--- src/rtl/serial_decoder_pkg.sv ---
// Shared types and elaboration helpers for the serial vector decoder.
package serial_decoder_pkg;

    typedef enum logic {
        COLLECT = 1'b0,
        HOLD    = 1'b1
    } state_t;

    function automatic int bytes_for_bits(input int bits);
        return (bits + 7) / 8;
    endfunction

    // $clog2 with a floor of 1 so single-entry indices still get a real wire.
    function automatic int index_bits(input int n);
        return (n > 1) ? $clog2(n) : 1;
    endfunction

endpackage

--- src/rtl/serial_timeout_counter.sv ---
// Counts idle cycles while enabled; pulses expire on the cycle the count would reach TIMEOUT_CYCLES.
module serial_timeout_counter
    import serial_decoder_pkg::*;
#(
    parameter int TIMEOUT_CYCLES = 50000
) (
    input  logic clk,
    input  logic reset,
    input  logic clear,
    input  logic enable,
    output logic expire
);

    generate
        if (TIMEOUT_CYCLES == 0) begin : g_disabled
            logic unused_inputs;
            assign unused_inputs = clk ^ reset ^ clear ^ enable;
            assign expire = 1'b0;
        end else begin : g_enabled
            localparam int CW = index_bits(TIMEOUT_CYCLES);
            localparam logic [CW-1:0] LAST_COUNT = CW'(TIMEOUT_CYCLES - 1);

            logic [CW-1:0] count;

            // The count restarts whenever the idle run is broken or the counter is not armed.
            always_ff @(posedge clk) begin
                if (reset || clear || !enable) begin
                    count <= '0;
                end else if (count == LAST_COUNT) begin
                    count <= '0;
                end else begin
                    count <= count + 1'b1;
                end
            end

            assign expire = enable && !clear && (count == LAST_COUNT);
        end
    endgenerate

endmodule

--- src/rtl/serial_vector_decoder.sv ---
// Reassembles LSB-first byte streams into signed numbers, presented on a valid/ready output.
// Handshake: a number transfers in any cycle where out_valid && out_ready; out_valid holds until then.
module serial_vector_decoder
    import serial_decoder_pkg::*;
#(
    parameter int NUMBER_BITS    = 37,
    parameter int NUMBER_BYTES   = 5,
    parameter int NUM_COUNT      = 4,
    parameter int TIMEOUT_CYCLES = 50000
) (
    input  logic                             clk,
    input  logic                             reset,
    input  logic [7:0]                       received_byte,
    input  logic                             received_ready,
    output logic                             out_valid,
    input  logic                             out_ready,
    output logic [NUMBER_BITS-1:0]           num,
    output logic [index_bits(NUM_COUNT)-1:0] num_index,
    output logic                             last,
    output logic                             range_error,
    output logic                             timeout,
    output logic                             overrun
);

    localparam int IDX_W   = index_bits(NUM_COUNT);
    localparam int BIDX_W  = index_bits(NUMBER_BYTES);
    localparam int STORE_W = NUMBER_BYTES * 8;
    localparam int PAD_W   = STORE_W - NUMBER_BITS;
    localparam logic [BIDX_W-1:0] LAST_SLOT  = BIDX_W'(NUMBER_BYTES - 1);
    localparam logic [IDX_W-1:0]  LAST_INDEX = IDX_W'(NUM_COUNT - 1);

    generate
        if (NUMBER_BYTES != bytes_for_bits(NUMBER_BITS)) begin : g_bad_bytes
            $error("NUMBER_BYTES must equal ceil(NUMBER_BITS/8)");
        end
    endgenerate

    state_t              state;
    state_t              state_next;
    logic [BIDX_W-1:0]   byte_index;
    logic [BIDX_W-1:0]   slot;
    logic [STORE_W-1:0]  store;
    logic                handshake;
    logic                byte_accept;
    logic                completes;
    logic                timer_enable;
    logic                expire;

    // A byte in HOLD is only taken when the held number leaves in the same cycle.
    always_comb begin
        handshake   = (state == HOLD) && out_ready;
        byte_accept = received_ready && ((state == COLLECT) || out_ready);
        slot        = (state == HOLD) ? '0 : byte_index;
        completes   = byte_accept && (slot == LAST_SLOT);
        state_next  = state;
        if (completes) begin
            state_next = HOLD;
        end else if (handshake) begin
            state_next = COLLECT;
        end
    end

    always_ff @(posedge clk) begin
        if (reset) begin
            state <= COLLECT;
        end else begin
            state <= state_next;
        end
    end

    assign timer_enable = (state == COLLECT) && (byte_index != '0);

    serial_timeout_counter #(
        .TIMEOUT_CYCLES(TIMEOUT_CYCLES)
    ) u_timeout (
        .clk    (clk),
        .reset  (reset),
        .clear  (byte_accept),
        .enable (timer_enable),
        .expire (expire)
    );

    always_ff @(posedge clk) begin
        if (reset) begin
            byte_index <= '0;
            num_index  <= '0;
            store      <= '0;
            timeout    <= 1'b0;
            overrun    <= 1'b0;
        end else begin
            timeout <= expire;
            if (byte_accept) begin
                for (int i = 0; i < NUMBER_BYTES; i++) begin
                    if (slot == BIDX_W'(i)) begin
                        store[i*8 +: 8] <= received_byte;
                    end
                end
                byte_index <= completes ? '0 : slot + 1'b1;
            end else if (expire) begin
                byte_index <= '0;
            end
            // A timeout resynchronises to the start of the vector.
            if (handshake) begin
                num_index <= (num_index == LAST_INDEX) ? '0 : num_index + 1'b1;
            end else if (expire) begin
                num_index <= '0;
            end
            if (received_ready && (state == HOLD) && !out_ready) begin
                overrun <= 1'b1;
            end
        end
    end

    assign out_valid = (state == HOLD);
    assign last      = (num_index == LAST_INDEX);
    assign num       = store[NUMBER_BITS-1:0];

    generate
        if (PAD_W > 0) begin : g_range
            assign range_error = (store[STORE_W-1:NUMBER_BITS] != {PAD_W{store[NUMBER_BITS-1]}});
        end else begin : g_no_range
            assign range_error = 1'b0;
        end
    endgenerate

endmodule

--- config.mk ---
export PLATFORM = sky130hd
export DESIGN_NAME = serial_vector_decoder
export DESIGN_NICKNAME = d
export VERILOG_FILES = /design/src/rtl/serial_decoder_pkg.sv /design/src/rtl/serial_timeout_counter.sv /design/src/rtl/serial_vector_decoder.sv
export SDC_FILE = /design/constraint.sdc
export NUM_CORES = 1
export LEC_CHECK = 0
export CAP_MARGIN = 20
export CORE_MARGIN = 1
export CORE_UTILIZATION = 38
export CTS_BUF_LIST = sky130_fd_sc_hd__clkbuf_4 sky130_fd_sc_hd__clkbuf_8
export CTS_CLUSTER_SIZE = 16
export DETAILED_ROUTE_END_ITERATION = 10
export PLACE_DENSITY = 0.56
export SLEW_MARGIN = 20
export SYNTH_ARGS = -nofsm -noshare
export SYNTH_HDL_FRONTEND = slang
export SYNTH_HIERARCHICAL = 1
export SYNTH_SLANG_ARGS = --single-unit
--- constraint.sdc ---
create_clock -name clk -period 5.2 [get_ports clk]
set_input_delay 1.04 -clock clk [delete_from_list [all_inputs] [get_ports clk]]
set_output_delay 1.04 -clock clk [all_outputs]
set_load 0.02 [all_outputs]
==> results of run 1 <==
==> area by class of cell <==
type / instances / area [um^2] / area share (%)
flip-flops and latches: 64 / 1281 / 33.39
well taps: 105 / 131.4 / 3.424
clock inverters: 3 / 40.04 / 1.043
repair buffers: 56 / 553.0 / 14.41
clock buffers: 13 / 166.4 / 4.336
multi-input cells: 226 / 1632 / 42.52
inverters: 9 / 33.78 / 0.8803
==> power groups by stage <==
stage / clock network [W] / registers, W / logic (W)
final: 0.000443 / 0.000513 / 0.000116
after global routing: 0.000481 / 0.000515 / 0.000126
after CTS: 0.000455 / 0.000513 / 0.000117
after detailed placement: 0 / 0.000524 / 0.000117
after global placement: 0 / 0.000524 / 0.000116
after floorplan: 0 / 0.000521 / 0.0000943
==> layer usage <==
metal  vias to the layer above  global-route usage [%]  part of all wire, %
li1                       1198                       -                    -
met1                      1119                   21.37                   50
met2                        46                   23.21                   44
met3                         6                   5.502                  4.9
met4                         0                   4.104                 0.85
met5                         -                       0                    0
==> state kept, by name, indices dropped and copies added, names as in the netlist <==
register                   cells
num_index                      2
overrun                        1
out_valid                      1
u_timeout/g_enabled.count     16
byte_index                     3
timeout                        1
store                         40
==> worst max path at each step <==
stage / start / to
final: received_ready / byte_index[1]
after floorplan: received_ready / byte_index[2]
after detailed placement: received_ready / byte_index[1]
after global placement: received_ready / byte_index[1]
after global routing: received_ready / byte_index[2]
after CTS: received_ready / byte_index[1]
==> per-stage QoR <==
step           cell area, um^2  utilization (%)
2_1_floorplan             3318                -
3_3_place_gp              3631            43.53
3_5_place_dp              3631            43.53
4_1_cts                   3837            46.01
5_1_grt                   3837            46.01
6_report                  3837            46.01
==> cell usage in the layout, fill, tap and decap left out, drive strengths merged, types with 4 or more instances in the layout <==
| cell | n |
|---|---|
| a21oi | 5 |
| and4b | 9 |
| clkbuf | 13 |
| clkdlybuf4s50 | 54 |
| dfxtp | 64 |
| ha | 6 |
| inv | 9 |
| mux2i | 32 |
| nand2 | 18 |
| nand2b | 43 |
| nand3 | 6 |
| nand4 | 4 |
| nor2 | 25 |
| nor3 | 20 |
| nor3b | 8 |
| nor4 | 7 |
| or4 | 9 |
| xnor2 | 11 |
==> cells by family after synthesis <==
| logic type | share of synthesized area [%] |
|---|---|
| AND/OR/NAND/NOR | 30.54 |
| multiplexers | 9.653 |
| buffers and inverters | 12.22 |
| adder cells (fa/ha/maj) | 2.262 |
| XOR/XNOR | 3.431 |
| flip-flops | 38.61 |
| AO/OA/AOI/OAI | 3.281 |
==> critical path, delay by kind of cell <==
family          cells  cell delay [ps]
buf+inv             1             1050
simple gates        1              730
compound gates      1              470
==> flow_summary.yaml, run 1 <==
die:
  die_area_um2: 9110
  die_h_um: 95.45
  die_w_um: 95.45
  start_util_pct: 39.78
  core_area_um2: 8341
  pin_count: 56
  rows: 33
sta:
  rsz0062_at_grt: "no"
  setup_viol: 0
  period_share_pct: 59.00
  drv_slew: 0
  worst_pin_slew_ps: 887.4
  setup_ws_ps: 2132
  skew_ps: 7.160
  tns_ps: 0
  max_freq_mhz: 325.9
  finalHoldViolCount: 0
  period_minus_slack_ps: 3068
  whs_ps: 472.7
  slew_headroom_pct: 40.66
detailed_routing:
  routed_wl_um: 6681
  drc: 0
  antenna_left: 0
  viasPerCell: 4.977
  vias: 2369
  wl_per_cell_um: 14.04
  drt_iter0_drc: 111
  first_pass_iters: 4
power:
  ir_drop_mv: 0.1109
  clock_power_share_pct: 41.3
  p_leak_nw: 1.514
  power.density_nw_per_um2: 279.3
  power_frac_comb_pct: 10.8
  p_seq_share_pct: 47.9
  p_int_w: 0.0008148
  switchingPower_w: 0.0002570
  power_w: 0.001072
  swShare_pct: 23.98
hold_path:
  min_to: "store[15]"
  min_from: "store[15]"
  min_delay_path_depth: 2
  hold_path_class: "flip-flop to flip-flop"
clock_network:
  cts_hold_buf: 0
  clock_latency_ps: 330
  h-tree-depth: 3
  postCtsSetupBuffers: 0
  clock_path_buffers: 2
  cts_tree: "done"
  postCtsResizedCells: 0
  clk_pin_slew_ps: 70
  cts_buffers: 9
  clkSinkCount: 64
  root_buffer: "clkbuf_8"
synthesis:
  ys_seq_area_share_pct: 38.61
  synth_cell_type_count: 45
  synth_top_area_share_pct: 38.61
  ys_seq_elements: 64
  synth_edf_count: 0
  synthArstFlopShare_pct: 0
  synth.area.top_cells: "dfxtp_1 39%, mux2i_1 9.7%, buf_4 8.6%"
  yosysMostFrequentCell: "dfxtp_1"
  synthFlopType: "dfxtp_1"
  syn_nets: 373
  yosys_warnings: 6
  yosysTopAreaCell: "dfxtp_1"
  netlist_area_um2: 3318
  synthCells: 355
  syn_area_per_cell_um2: 9.347
  synthTopCellsByCount: "64 x dfxtp_1, 43 x nand2b_1, 38 x buf_4"
worst_setup_path:
  r2r_start: "out_valid"
  slowest_delay_ps: 1050
  worstSetupPathType: "input port to flip-flop"
  r2r-end: "store[3]"
  worst-path-max-fanout: 25
  slowest_stage: "clkdlybuf4s50_1"
  critPathArrivalTime_ps: 3300
  critPathCaptureType: "flip-flop"
  cp_cell_sequence: "clkdlybuf4s50_1, nand4b_1, a31o_2"
  reg2regPathDepth: 3
  crit_path_start_kind: "input port"
  critical_path_required_ps: 5430
  reg2reg_slack_ps: 3160
layout:
  finalNonFillerCells: 476
  area_delta_synth_final_pct: 15.65
  antenna_cells: 0
  nFillCells: 838
  fin_nets: 384
  drive_above_1_share_pct: 9.973
global_route:
  antenna_found_initial: 0
  track_usage_pct: 15.62
  grt_pass1_vias: 2118
  grt_max_degree: 46
  grt_pass1_wl_um: 10790
  gr-total-overflow: 0
place:
  dp_hpwl_um: 4463
  preCtsSetupSlack_ps: 1785
  dp_cells: 460
  io_buffers: 55
  place_congestion: 0.7706
status:
  status: "complete, no violations"
job:
  maxCapViolCount: 0
No activity file was read; power rests on OpenSTA's default activity.
==> inputs of run 2 (changes only) <==
==> constraint.sdc (replaced) <==
create_clock -name clk -period 3.1 [get_ports clk]
set_input_delay 0.62 -clock clk [delete_from_list [all_inputs] [get_ports clk]]
set_output_delay 0.62 -clock clk [all_outputs]
set_load 0.02 [all_outputs]
==> run 2 against run 1 <==
Against the previous run: cell area grew 1.3%; critical path type unchanged; die area is the same; utilization grew 0.62 points; sequential cell count is the same; largest cell class unchanged; critical endpoint is now byte_index[0]; count of clock-buffer cells in the layout shrank 3; non-clock buffer count grew 2; critical path depth grew 4; first-iteration DRC count shrank 24%; register-to-register slack lost 2100 ps.
==> flow_summary.yaml, run 2 (synthesis gave the netlist of run 1 again) <==
worst_setup_path:
  critPathCaptureType: "flip-flop"
  critical_path_required_ps: 3330
  worst-path-max-fanout: 6
  startpoint: "out_ready"
  r2r_start: "out_valid"
  critPathArrivalTime_ps: 2520
  crit_path_start_kind: "input port"
  worstSetupPathType: "input port to flip-flop"
detailed_routing:
  first_pass_iters: 4
  routed_wl_um: 6920
  antenna_left: 0
  wl_per_cell_um: 14.48
  viasPerCell: 4.944
  drt_iter0_drc: 84
  vias: 2363
  drc: 0
layout:
  largest_reg_flops: 40
  layout_commonest_cell: "dfxtp_1"
  reg_top3: "store x40, u_timeout/g_enabled.count x16, byte_index x3"
  nFillCells: 794
  area_delta_synth_final_pct: 17.19
  finalInstanceArea_um2: 3889
  drive_above_1_share_pct: 10.46
  fin_nets: 386
  antenna_cells: 0
  final_cell_mix: "64 x dfxtp_1, 54 x clkdlybuf4s50_1, 43 x nand2b_1"
  regMostFlops: "store"
place:
  dp_hpwl_um: 4625
  io_buffers: 55
  place_congestion: 0.7492
  dpl-instance-area_um2: 3659
sta:
  setup_viol: 0
  slew_headroom_pct: 54.87
  finalHoldViolCount: 0
  rsz0062_at_grt: "no"
  tns_ps: 0
  period_share_pct: 74.09
  period_minus_slack_ps: 2297
  worst_pin_slew_ps: 676.9
  skew_ps: 9.726
  max_freq_mhz: 435.4
  drv_slew: 0
die:
  pin_count: 56
  die_w_um: 95.45
  die_h_um: 95.45
  start_util_pct: 39.78
  rows: 33
  die_area_um2: 9110
  core_area_um2: 8341
hold_path:
  hold_path_class: "flip-flop to flip-flop"
  min_from: "store[12]"
global_route:
  antenna_found_initial: 0
  gr-total-overflow: 0
  grt_pass1_wl_um: 11340
  grt_pass1_vias: 2267
  track_usage_pct: 16.24
  grt_max_degree: 45
clock_network:
  h-tree-depth: 3
  clock_latency_ps: 340
  cts_hold_buf: 0
  postCtsSetupBuffers: 0
  clkSinkCount: 64
  postCtsResizedCells: 0
  cts_tree: "done"
  clock_path_buffers: 2
  root_buffer: "clkbuf_8"
  cts_buffers: 9
  clk_pin_slew_ps: 70
job:
  maxCapViolCount: 0
status:
  status: "complete, no violations"
power:
  power.density_nw_per_um2: 481.6
  p_leak_nw: 1.526
  ir_drop_mv: 0.2707
## run 2: changes by cell type in the layout (fill, tap and decap cells not counted)
cell	delta
bufinv_16	+1
clkbuf_4	-2
clkinvlp_4	+2
clkinv_4	+2
buf_4	+1
buf_12	+1
clkinv_2	-2
clkbuf_8	-1
## run 2: per-stage QoR
step | hold WS [ps] | cells | util, % | power (W) | worst slack [ps]
2_1_floorplan | 439.7 | 355 | - | 0.001033 | 1038
3_3_place_gp | 457.2 | 462 | 43.86 | 0.001076 | 519.3
3_5_place_dp | 465.5 | 462 | 43.86 | 0.001079 | 473.8
4_1_cts | 482.3 | 478 | 46.62 | 0.001900 | 840.3
5_1_grt | 500.3 | 478 | 46.62 | 0.001954 | 615.1
6_report | 474.1 | 478 | 46.62 | 0.001873 | 803.3
## run 2: cell type report
type	instances	area, um^2	area share (%)
clock buffers	10	137.6	3.539
clock inverters	6	92.59	2.381
inverters	9	33.78	0.8687
multi-input cells	226	1632	41.96
flip-flops and latches	64	1281	32.95
well taps	105	131.4	3.378
repair buffers	58	580.6	14.93
## run 2: report_power, final
part	switching (W)	internal (W)	leakage (nW)	total, W
clock network	0.000337	0.000477	0.109	0.000814
logic	0.000106	0.0000922	0.899	0.000198
registers	0.0000151	0.000845	0.518	0.000860
total	0.000458	0.00141	1.53	0.00187
## run 2: critical path, stage by stage
cell	delay [ps]
clkdlybuf4s50_1	470
nand2b_1	260
and2_1	260
nand2b_1	190
nor2_1	350
a2111oi_0	130
a31o_2	240
## run 2: per-layer routing
layer | track usage [%] | part of all wire, % | up-vias
li1 | - | - | 1204
met3 | 4.386 | 4.9 | 6
met2 | 25.24 | 45 | 49
met5 | 0 | 0 | -
met1 | 22.02 | 49 | 1104
met4 | 4.478 | 0.61 | 0
## run 2: final timing paths
kind / endpoint / slack (ps) / cells after the start
min reg2reg: store[12] / 470 / 2
max reg2reg: byte_index[0] / 1040 / 6
min: store[12] / 470 / 2
max: byte_index[0] / 800 / 7
==> inputs of run 3 (changes only) <==
==> constraint.sdc (replaced) <==
create_clock -name clk -period 2.2 [get_ports clk]
set_input_delay 0.44 -clock clk [delete_from_list [all_inputs] [get_ports clk]]
set_output_delay 0.44 -clock clk [all_outputs]
set_load 0.02 [all_outputs]
==> run 3 against run 2 <==
Against the previous run: final cell count rose by 2.7%; count of clock-buffer cells in the layout rose by 1; non-clock buffer count rose by 13; hold slack barely moved; register-to-register slack got worse by 690 ps; clock skew fell by 1.8 ps; highest routed layer unchanged; wire length rose by 0.58%; global-route usage rose by 0.35 points; total power rose by 41%; via count rose by 3.5%; die area did not move; critical path depth fell by 4.
==> flow_summary.yaml, run 3 (synthesis gave the netlist of run 1 again) <==
status:
  status: "complete, no violations"
sta:
  setup_viol: 0
  period_minus_slack_ps: 2075
  rsz0062_at_grt: "no"
  max_freq_mhz: 481.9
  worst_pin_slew_ps: 468.4
  finalHoldViolCount: 0
  tns_ps: 0
  slew_headroom_pct: 68.77
  skew_ps: 7.878
  period_share_pct: 94.33
  drv_slew: 0
power:
  clock_power_share_pct: 43.0
  p_int_w: 0.002013
  p_leak_nw: 1.590
  power.density_nw_per_um2: 661.1
  ir_drop_mv: 0.3156
  power_frac_comb_pct: 11.1
  swShare_pct: 23.77
  switchingPower_w: 0.0006276
  p_seq_share_pct: 46.0
global_route:
  antenna_found_initial: 0
  grt_max_degree: 33
  grt_pass1_wl_um: 11340
  track_usage_pct: 16.59
  grt_pass1_vias: 2297
  gr-total-overflow: 0
layout:
  finalInstanceArea_um2: 3994
  drive_above_1_share_pct: 13.47
  nFillCells: 827
  reg_top3: "store x40, u_timeout/g_enabled.count x16, byte_index x3"
  final_cell_mix: "64 x dfxtp_1, 54 x clkdlybuf4s50_1, 43 x nand2b_1"
  multi_input_area_um2: 1632
  area_delta_synth_final_pct: 20.36
  antenna_cells: 0
  post-route-util_pct: 47.88
  fin_nets: 399
  regMostFlops: "store"
  largest_reg_flops: 40
  layout_commonest_cell: "dfxtp_1"
  regArea_um2: 1281
die:
  rows: 33
  die_w_um: 95.45
  start_util_pct: 39.78
  core_area_um2: 8341
  die_area_um2: 9110
  pin_count: 56
  die_h_um: 95.45
detailed_routing:
  wl_per_cell_um: 14.18
  antenna_left: 0
  routed_wl_um: 6960
  drc: 0
  drt_iter0_drc: 85
  viasPerCell: 4.982
  first_pass_iters: 4
  vias: 2446
clock_network:
  clkSinkCount: 64
  root_buffer: "clkbuf_8"
  h-tree-depth: 3
  cts_tree: "done"
  postCtsResizedCells: 0
  cts_hold_buf: 0
  clk_pin_slew_ps: 70
  clock_path_buffers: 2
  postCtsSetupBuffers: 0
  clock_latency_ps: 340
  cts_buffers: 9
worst_setup_path:
  worst-path-max-fanout: 3
  crit_path_start_kind: "flip-flop"
  reg2reg_slack_ps: 350
  critPathCaptureType: "primary output"
  critPathArrivalTime_ps: 1640
  reg2regPathDepth: 3
  worstSetupPathType: "flip-flop to primary output"
  critical_path_required_ps: 1760
place:
  dp_hpwl_um: 4904
  io_buffers: 55
  dpl-instance-area_um2: 3769
  place_congestion: 0.7674
job:
  maxCapViolCount: 0
hold_path:
  hold_path_class: "flip-flop to flip-flop"
  min_delay_path_depth: 2
[run 3: worst paths after layout]
kind                   from     endpoint
setup / recovery  store[38]  range_error
hold / removal      overrun      overrun
setup reg to reg  out_valid     store[7]
hold reg to reg     overrun      overrun
[run 3: cell type report]
type                            instances  share of cell area (%)
Multi-Input combinational cell        226                   40.85
Sequential cell                        64                   32.08
Timing Repair Buffer                   71                   17.29
Clock buffer                           11                   3.634
Tap cell                              105                   3.289
Clock inverter                          5                   2.005
Inverter                                9                  0.8459
[run 3: per-stage QoR]
step                std cells  hold slack [ps]  power (W)  setup slack, ps
floorplan                 355            439.7   0.001455            318.0
global placement          475            455.1   0.001532            7.141
detailed placement        475            468.5   0.001535            6.982
CTS                       491            484.2   0.002677            116.2
global route              491            501.8   0.002770            28.48
finish                    491            474.1   0.002640            124.7
[run 3: routing by layer]
layer / track usage (%) / vias up / part of all wire (%)
li1: - / 1233 / -
met1: 21.87 / 1167 / 48
met4: 7.463 / 0 / 1.8
met2: 25.95 / 38 / 47
met3: 3.429 / 8 / 3.1
met5: 0 / - / 0
[run 3: critical path, stage by stage (launching register included)]
cell and delay [ps]:
dfxtp_1 330, and4_1 190, nor2_1 160, clkdlybuf4s50_1 630
[run 3: power groups by stage]
stage	sequential [W]	clock (W)	combinational, W
2_1_floorplan	0.00123	0	0.000223
4_1_cts	0.00121	0.00117	0.000295
5_1_grt	0.00122	0.00123	0.000319
3_5_place_dp	0.00124	0	0.000294
3_3_place_gp	0.00124	0	0.000293
6_report	0.00121	0.00113	0.000292
==> variant 1 (config.mk and constraints of run 3) <==
`NUM_COUNT`: 4 -> 2.
--- a/src/rtl/serial_vector_decoder.sv
+++ b/src/rtl/serial_vector_decoder.sv
@@ -6,5 +6,5 @@
     parameter int NUMBER_BITS    = 37,
     parameter int NUMBER_BYTES   = 5,
-    parameter int NUM_COUNT      = 4,
+    parameter int NUM_COUNT      = 2,
     parameter int TIMEOUT_CYCLES = 50000
 ) (
Ports: changed (resized num_index); port bits go from 56 to 55. The function was not compared with the original's and may differ.
==> variant 1 against run 3 <==
- worst setup slack better by 0.0027 ns
- sequential share of layout area up 0.32 points
- sequential cell count down 1
- worst hold slack better by 0.0030 ns
- utilization down 0.98 points
- fmax up 0.13%
- wire length down 2.9%
- final area down 2.5%
- total power down 3.5%
- combinational power down 5%
- critical path depth unchanged
- count of clock-buffer cells in the layout up 2
- synthesized area down 1.1%
==> variant 1: results (changes against run 3) <==
| Metric | This run | Unit | vs run 3 |
| --- | --- | --- | --- |
| Run status | finished clean | - |  |
| Cell types with the largest area share after synthesis | dfxtp_1 38%, mux2i_1 9.8%, buf_4 8.9% | - |  |
| Wire length of the first global-routing pass | 11.0 | mm | -2.7% |
| Vias in the first global route | 2232 | - | -2.8% |
| Nets | 388 | - | -2.8% |
| Clock skew | 0.00770 | ns | -0.000178 ns |
| # port buffers | 54 | - | -1.8% |
| Sequential area share after synthesis | 0.384 | - | -0.00168 |
| Mux share of post-synthesis cell area | 0.0976 | - | +0.00110 |
| Post-DP HPWL | 4.61 | mm | -6.0% |
| Post-synthesis share of cell area spent on xor and xnor gates | 0.0347 | - | +0.000393 |
| Met1 wire length | 3.50 | mm | +3.7% |
| Met3 Routed Length | 334 | um | +53% |
| Met2 global-route usage | 0.233 | - | -0.0269 |
| Transition time at the pin with the least slew margin | 0.634 | ns | +0.165 ns |
| Placer congestion estimate | 0.739 | - | -3.7% |
| Placed insts | 465 | - | -2.1% |
| Largest net degree at the start of global routing | 45 | - | +36% |
| WL final | 6.76 | mm | -2.9% |
| First DRT Iteration DRCs | 125 | - | +47% |
| Total of fill cells in the finished design | 802 | - | -3.0% |
| Instance count of the mapped netlist | 352 | - | -0.85% |
| Leakage power summed over all cells | 1.56 | nW | -1.9% |
| Synth Area in Adders | 0.0191 | - | -0.00356 |
| Achievable Freq | 482 | MHz | +0.13% |
| Met1 usage | 0.226 | - | +0.00704 |
| Most used standard cells in the synthesized netlist | 63 x dfxtp_1, 42 x nand2b_1, 39 x buf_4 | - |  |
| Total of warnings raised by yosys | 6 | - | unchanged |
| Final routed wire length divided by cell count | 14.1 | um | -0.85% |
| Worst slack after detailed placement | -0.0172 | ns | -0.0242 ns |
| Compound-Gate Fraction of Synth Area | 0.0187 | - | -0.0141 |
| Net count after synthesis | 369 | - | -1.1% |
| First-pass DRT Iterations | 4 | - | unchanged |
| Antenna diode count | 0 | - | unchanged |
| Routed length on met2 | 2.83 | mm | -13% |
| Global routing met3 resource utilization | 0.0515 | - | +0.0172 |
variant 1: cell count changes after synthesis, moves of 2 or more:
| cell | before | now |
|---|---|---|
| a2111oi_0 | 3 | 0 |
| a31o_2 | 3 | 0 |
| nand3_1 | 4 | 7 |
| o22ai_1 | 0 | 3 |
| or3b_1 | 0 | 3 |
| a21oi_1 | 4 | 2 |
| inv_1 | 9 | 7 |
| nor2b_1 | 1 | 3 |
variant 1: logic make-up after synthesis:
group,Yosys count
multiplexers,32
flip-flops,63
AND/OR/NAND/NOR,166
XOR/XNOR,13
buffers and inverters,64
AO/OA/AOI/OAI,9
adder cells (fa/ha/maj),5
variant 1: area by class of cell:
type / instances / area, um2 / share of cell area
inverters: 7 / 26.3 / 0.00675
flip-flops and latches: 63 / 1260 / 0.324
clock inverters: 3 / 40.0 / 0.0103
clock buffers: 13 / 173 / 0.0444
repair buffers: 65 / 643 / 0.165
multi-input cells: 225 / 1620 / 0.416
well taps: 105 / 131 / 0.0338
variant 1: report_power, final:
part	switching [mW]	internal [mW]	leakage, nW
clock	0.448	0.626	0.113
combinational	0.143	0.136	0.937
sequential	0.0228	1.17	0.510
total	0.613	1.93	1.56
variant 1: stage by stage:
step	cell area, um2	setup TNS, ns	power, mW
global placement	3680	0	1.50
finish	3890	0	2.55
global route	3890	0	2.68
detailed placement	3680	-0.0207	1.50
CTS	3890	0	2.59
floorplan	3280	0	1.43
variant 1: final timing paths:
path | endpoint | from | cells after the start
hold reg to reg | u_timeout/g_enabled.count[0] | u_timeout/g_enabled.count[0] | 1
setup reg to reg | store[7] | byte_index[0] | 3
setup / recovery | range_error | store[39] | 3
hold / removal | u_timeout/g_enabled.count[0] | u_timeout/g_enabled.count[0] | 1
==> variant 2 (flow settings as in run 3) <==
Without the edit above. Put a register stage on the output `range_error`. The value now appears one clock later. The other outputs are not delayed to match.
--- a/src/rtl/serial_vector_decoder.sv
+++ b/src/rtl/serial_vector_decoder.sv
@@ -29,4 +29,6 @@
     localparam logic [BIDX_W-1:0] LAST_SLOT  = BIDX_W'(NUMBER_BYTES - 1);
     localparam logic [IDX_W-1:0]  LAST_INDEX = IDX_W'(NUM_COUNT - 1);
+
+    logic range_error_d;
 
     generate
@@ -118,10 +120,14 @@
     generate
         if (PAD_W > 0) begin : g_range
-            assign range_error = (store[STORE_W-1:NUMBER_BITS] != {PAD_W{store[NUMBER_BITS-1]}});
+            assign range_error_d = (store[STORE_W-1:NUMBER_BITS] != {PAD_W{store[NUMBER_BITS-1]}});
         end else begin : g_no_range
-            assign range_error = 1'b0;
+            assign range_error_d = 1'b0;
         end
     endgenerate
 
+    always_ff @(posedge clk) begin
+        range_error <= range_error_d;
+    end
+
 endmodule
 
Formal check against the unedited RTL: not equivalent (Yosys sat finds a counterexample within 10 cycles, from zero or initial values and one cycle with reset high).
==> variant 2 against run 3 <==
- clock skew increased by 0.00097 ns
- via count is the same
- wire length down 1.4%
- synthesized area rose by 0.60%
- combinational power hardly changed
- total power down 10%
- worst hold slack worse by 0.0023 ns
- worst setup slack improved by 0.066 ns
- final cell count is 0.20% lower
- sequential cell count rose by 1
- final area decreased by 1.6%
- highest routed layer unchanged
==> variant 2: results (changes against run 3) <==
| Metric | This run | Unit | vs run 3 |
| --- | --- | --- | --- |
| Transition time at the pin with the least slew margin | 0.476 | ns | +0.00740 ns |
| Cell types with the largest area share after synthesis | dfxtp_1 39%, mux2i_1 9.6%, buf_4 8.5% | - |  |
| Number of antenna violations at the first check in global routing | 0 | - | unchanged |
| Layout cells sized above 1 | 0.130 | - | -0.00484 |
| Mux share of post-synthesis cell area | 0.0960 | - | -0.000579 |
| Cts bufs inserted | 9 | - | unchanged |
| Largest net degree at the start of global routing | 31 | - | -6.1% |
| First DRT Iteration DRCs | 60 | - | -29% |
| Number of cells on the worst reg-to-reg path | 3 | - | unchanged |
| Reg2reg setup slack | 0.34 | ns |  |
| Nets | 400 | - | +0.25% |
| Sequential area share after synthesis | 0.390 | - | +0.00368 |
| Worst min path class | flip-flop to flip-flop | - |  |
| Worst-skew pair later-pin latency | 0.34 | ns | about the same |
| First-pass DRT Iterations | 4 | - | unchanged |
| Data arrival time at the worst-slack endpoint | 1.57 | ns | -0.07 ns |
| IR drop worst, VDD | 339 | uV | +7.3% |
| Total of fill cells in the finished design | 795 | - | -3.9% |
| Clock tree root buffer cell | clkbuf_8 | - |  |
| Reg-to-reg critical path endpoint | store[3] | - |  |
| Post-DP HPWL | 4.91 | mm | about the same |
| Family with the most delay on the worst path | buffers and inverters | - |  |
| Clock skew | 0.00885 | ns | +0.000975 ns |
| Most used standard cells in the synthesized netlist | 65 x dfxtp_1, 43 x nand2b_1, 38 x buf_4 | - |  |
| Maximum buffer depth of the clock tree | 2 | - | unchanged |
| Leakage power summed over all cells | 1.56 | nW | -1.7% |
| Net count after synthesis | 374 | - | +0.27% |
| Total GRT Usage | 0.157 | - | -0.00841 |
| Final routed wire length divided by cell count | 14.0 | um | -1.2% |
| Synth Area in Adders | 0.0225 | - | -0.000136 |
| Vias in the first global route | 2232 | - | -2.8% |
| H-tree depth | 3 | - | unchanged |
| Biggest regs | store (40), u_timeout/g_enabled.count (16), byte_index (3) | - |  |
| Cell variety after synth | 45 | - | unchanged |
| Maximum fanout along the worst path | 12 | - | +9 |
| Buffers inserted during post-CTS setup optimization | 0 | - | unchanged |
| Wire length of the first global-routing pass | 11.0 | mm | -2.9% |
| Async set or reset register ratio after synthesis | 0 | - | unchanged |
| Run status | finished clean | - |  |
| Hold-critical path depth | 1 | - | -1 |
| Post-synthesis share of cell area spent on xor and xnor gates | 0.0341 | - | -0.000206 |
| Worst slack after detailed placement | -0.0642 | ns | -0.0712 ns |
| Slowest-stage cell, CP | clkdlybuf4s50_1 | - |  |
| Worst-path clk slew | 0.07 | ns | about the same |
| Peak per-stage delay on the critical path | 0.69 | ns | +0.06 ns |
| Total via count in the routed design | 2446 | - | unchanged |
| Placer congestion estimate | 0.723 | - | -5.9% |
| Placed instance area | 3780 | um2 | +0.20% |
| End point of the most critical hold path | u_timeout/g_enabled.count[0] | - |  |
| # port buffers | 55 | - | unchanged |
| Min-Delay Startpoint | u_timeout/g_enabled.count[0] | - |  |
| Compound-Gate Fraction of Synth Area | 0.0326 | - | -0.000197 |
| PostCTS Resize Cnt | 0 | - | unchanged |
-- variant 2: through the flow --
step	hold WS (ns)	TNS [ns]	std cells	total power, mW
4_1_cts	0.477	0	490	2.40
6_report	0.472	0	490	2.37
3_3_place_gp	0.456	-0.0767	476	1.55
5_1_grt	0.497	0	490	2.47
3_5_place_dp	0.465	-0.470	476	1.55
2_1_floorplan	0.440	0	356	1.47
-- variant 2: kinds of logic (layout without fill, tap and decap cells) --
family          after synthesis  after routing
compound gates               15             15
xor+xnor                     13             13
fa+ha+maj                     6              6
buf+inv                      65             94
flops                        65             65
mux                          32             32
simple gates                160            160
-- variant 2: routing by layer --
| layer | wire, um | vias to the layer above | global-route usage | share of wire |
|---|---|---|---|---|
| met1 | 3260 | 1155 | 0.202 | 0.47 |
| met5 | 0 | - | 0 | 0 |
| met4 | 79 | 0 | 0.0522 | 0.012 |
| met2 | 3230 | 50 | 0.255 | 0.47 |
| met3 | 295 | 8 | 0.0434 | 0.043 |
| li1 | - | 1233 | - | - |
-- variant 2: worst reg2reg max path: cells and delay by family, from the launching register on --
kind	cells	cell delay, ns
flops	1	0.55
simple gates	3	1.19
-- variant 2: report_power, final --
| group | switching (mW) | internal, mW | leakage [nW] | total (mW) |
|---|---|---|---|---|
| Clock | 0.444 | 0.403 | 0.0812 | 0.847 |
| Combinational | 0.151 | 0.140 | 0.956 | 0.291 |
| Sequential | 0.0216 | 1.21 | 0.526 | 1.23 |
-- variant 2: worst max-delay path by stage --
stage | end | start | depth (start not counted) | slack (ns)
after global routing | out_valid | out_valid | 1 | 0.13
after global placement | store[3] | out_ready | 4 | -0.01
after CTS | out_valid | out_valid | 1 | 0.18
after detailed placement | store[6] | out_ready | 4 | -0.06
final | out_valid | out_valid | 1 | 0.19
after floorplan | byte_index[2] | received_ready | 7 | 0.32
-- variant 2: cell type report --
| cell class | instances | area [um2] | share of cell area |
|---|---|---|---|
| multi-input cells | 226 | 1630 | 0.415 |
| flip-flops and latches | 65 | 1300 | 0.331 |
| repair buffers | 71 | 678 | 0.173 |
| clock buffers | 10 | 131 | 0.0334 |
| well taps | 105 | 131 | 0.0334 |
| inverters | 9 | 33.8 | 0.00860 |
| clock inverters | 4 | 22.5 | 0.00573 |
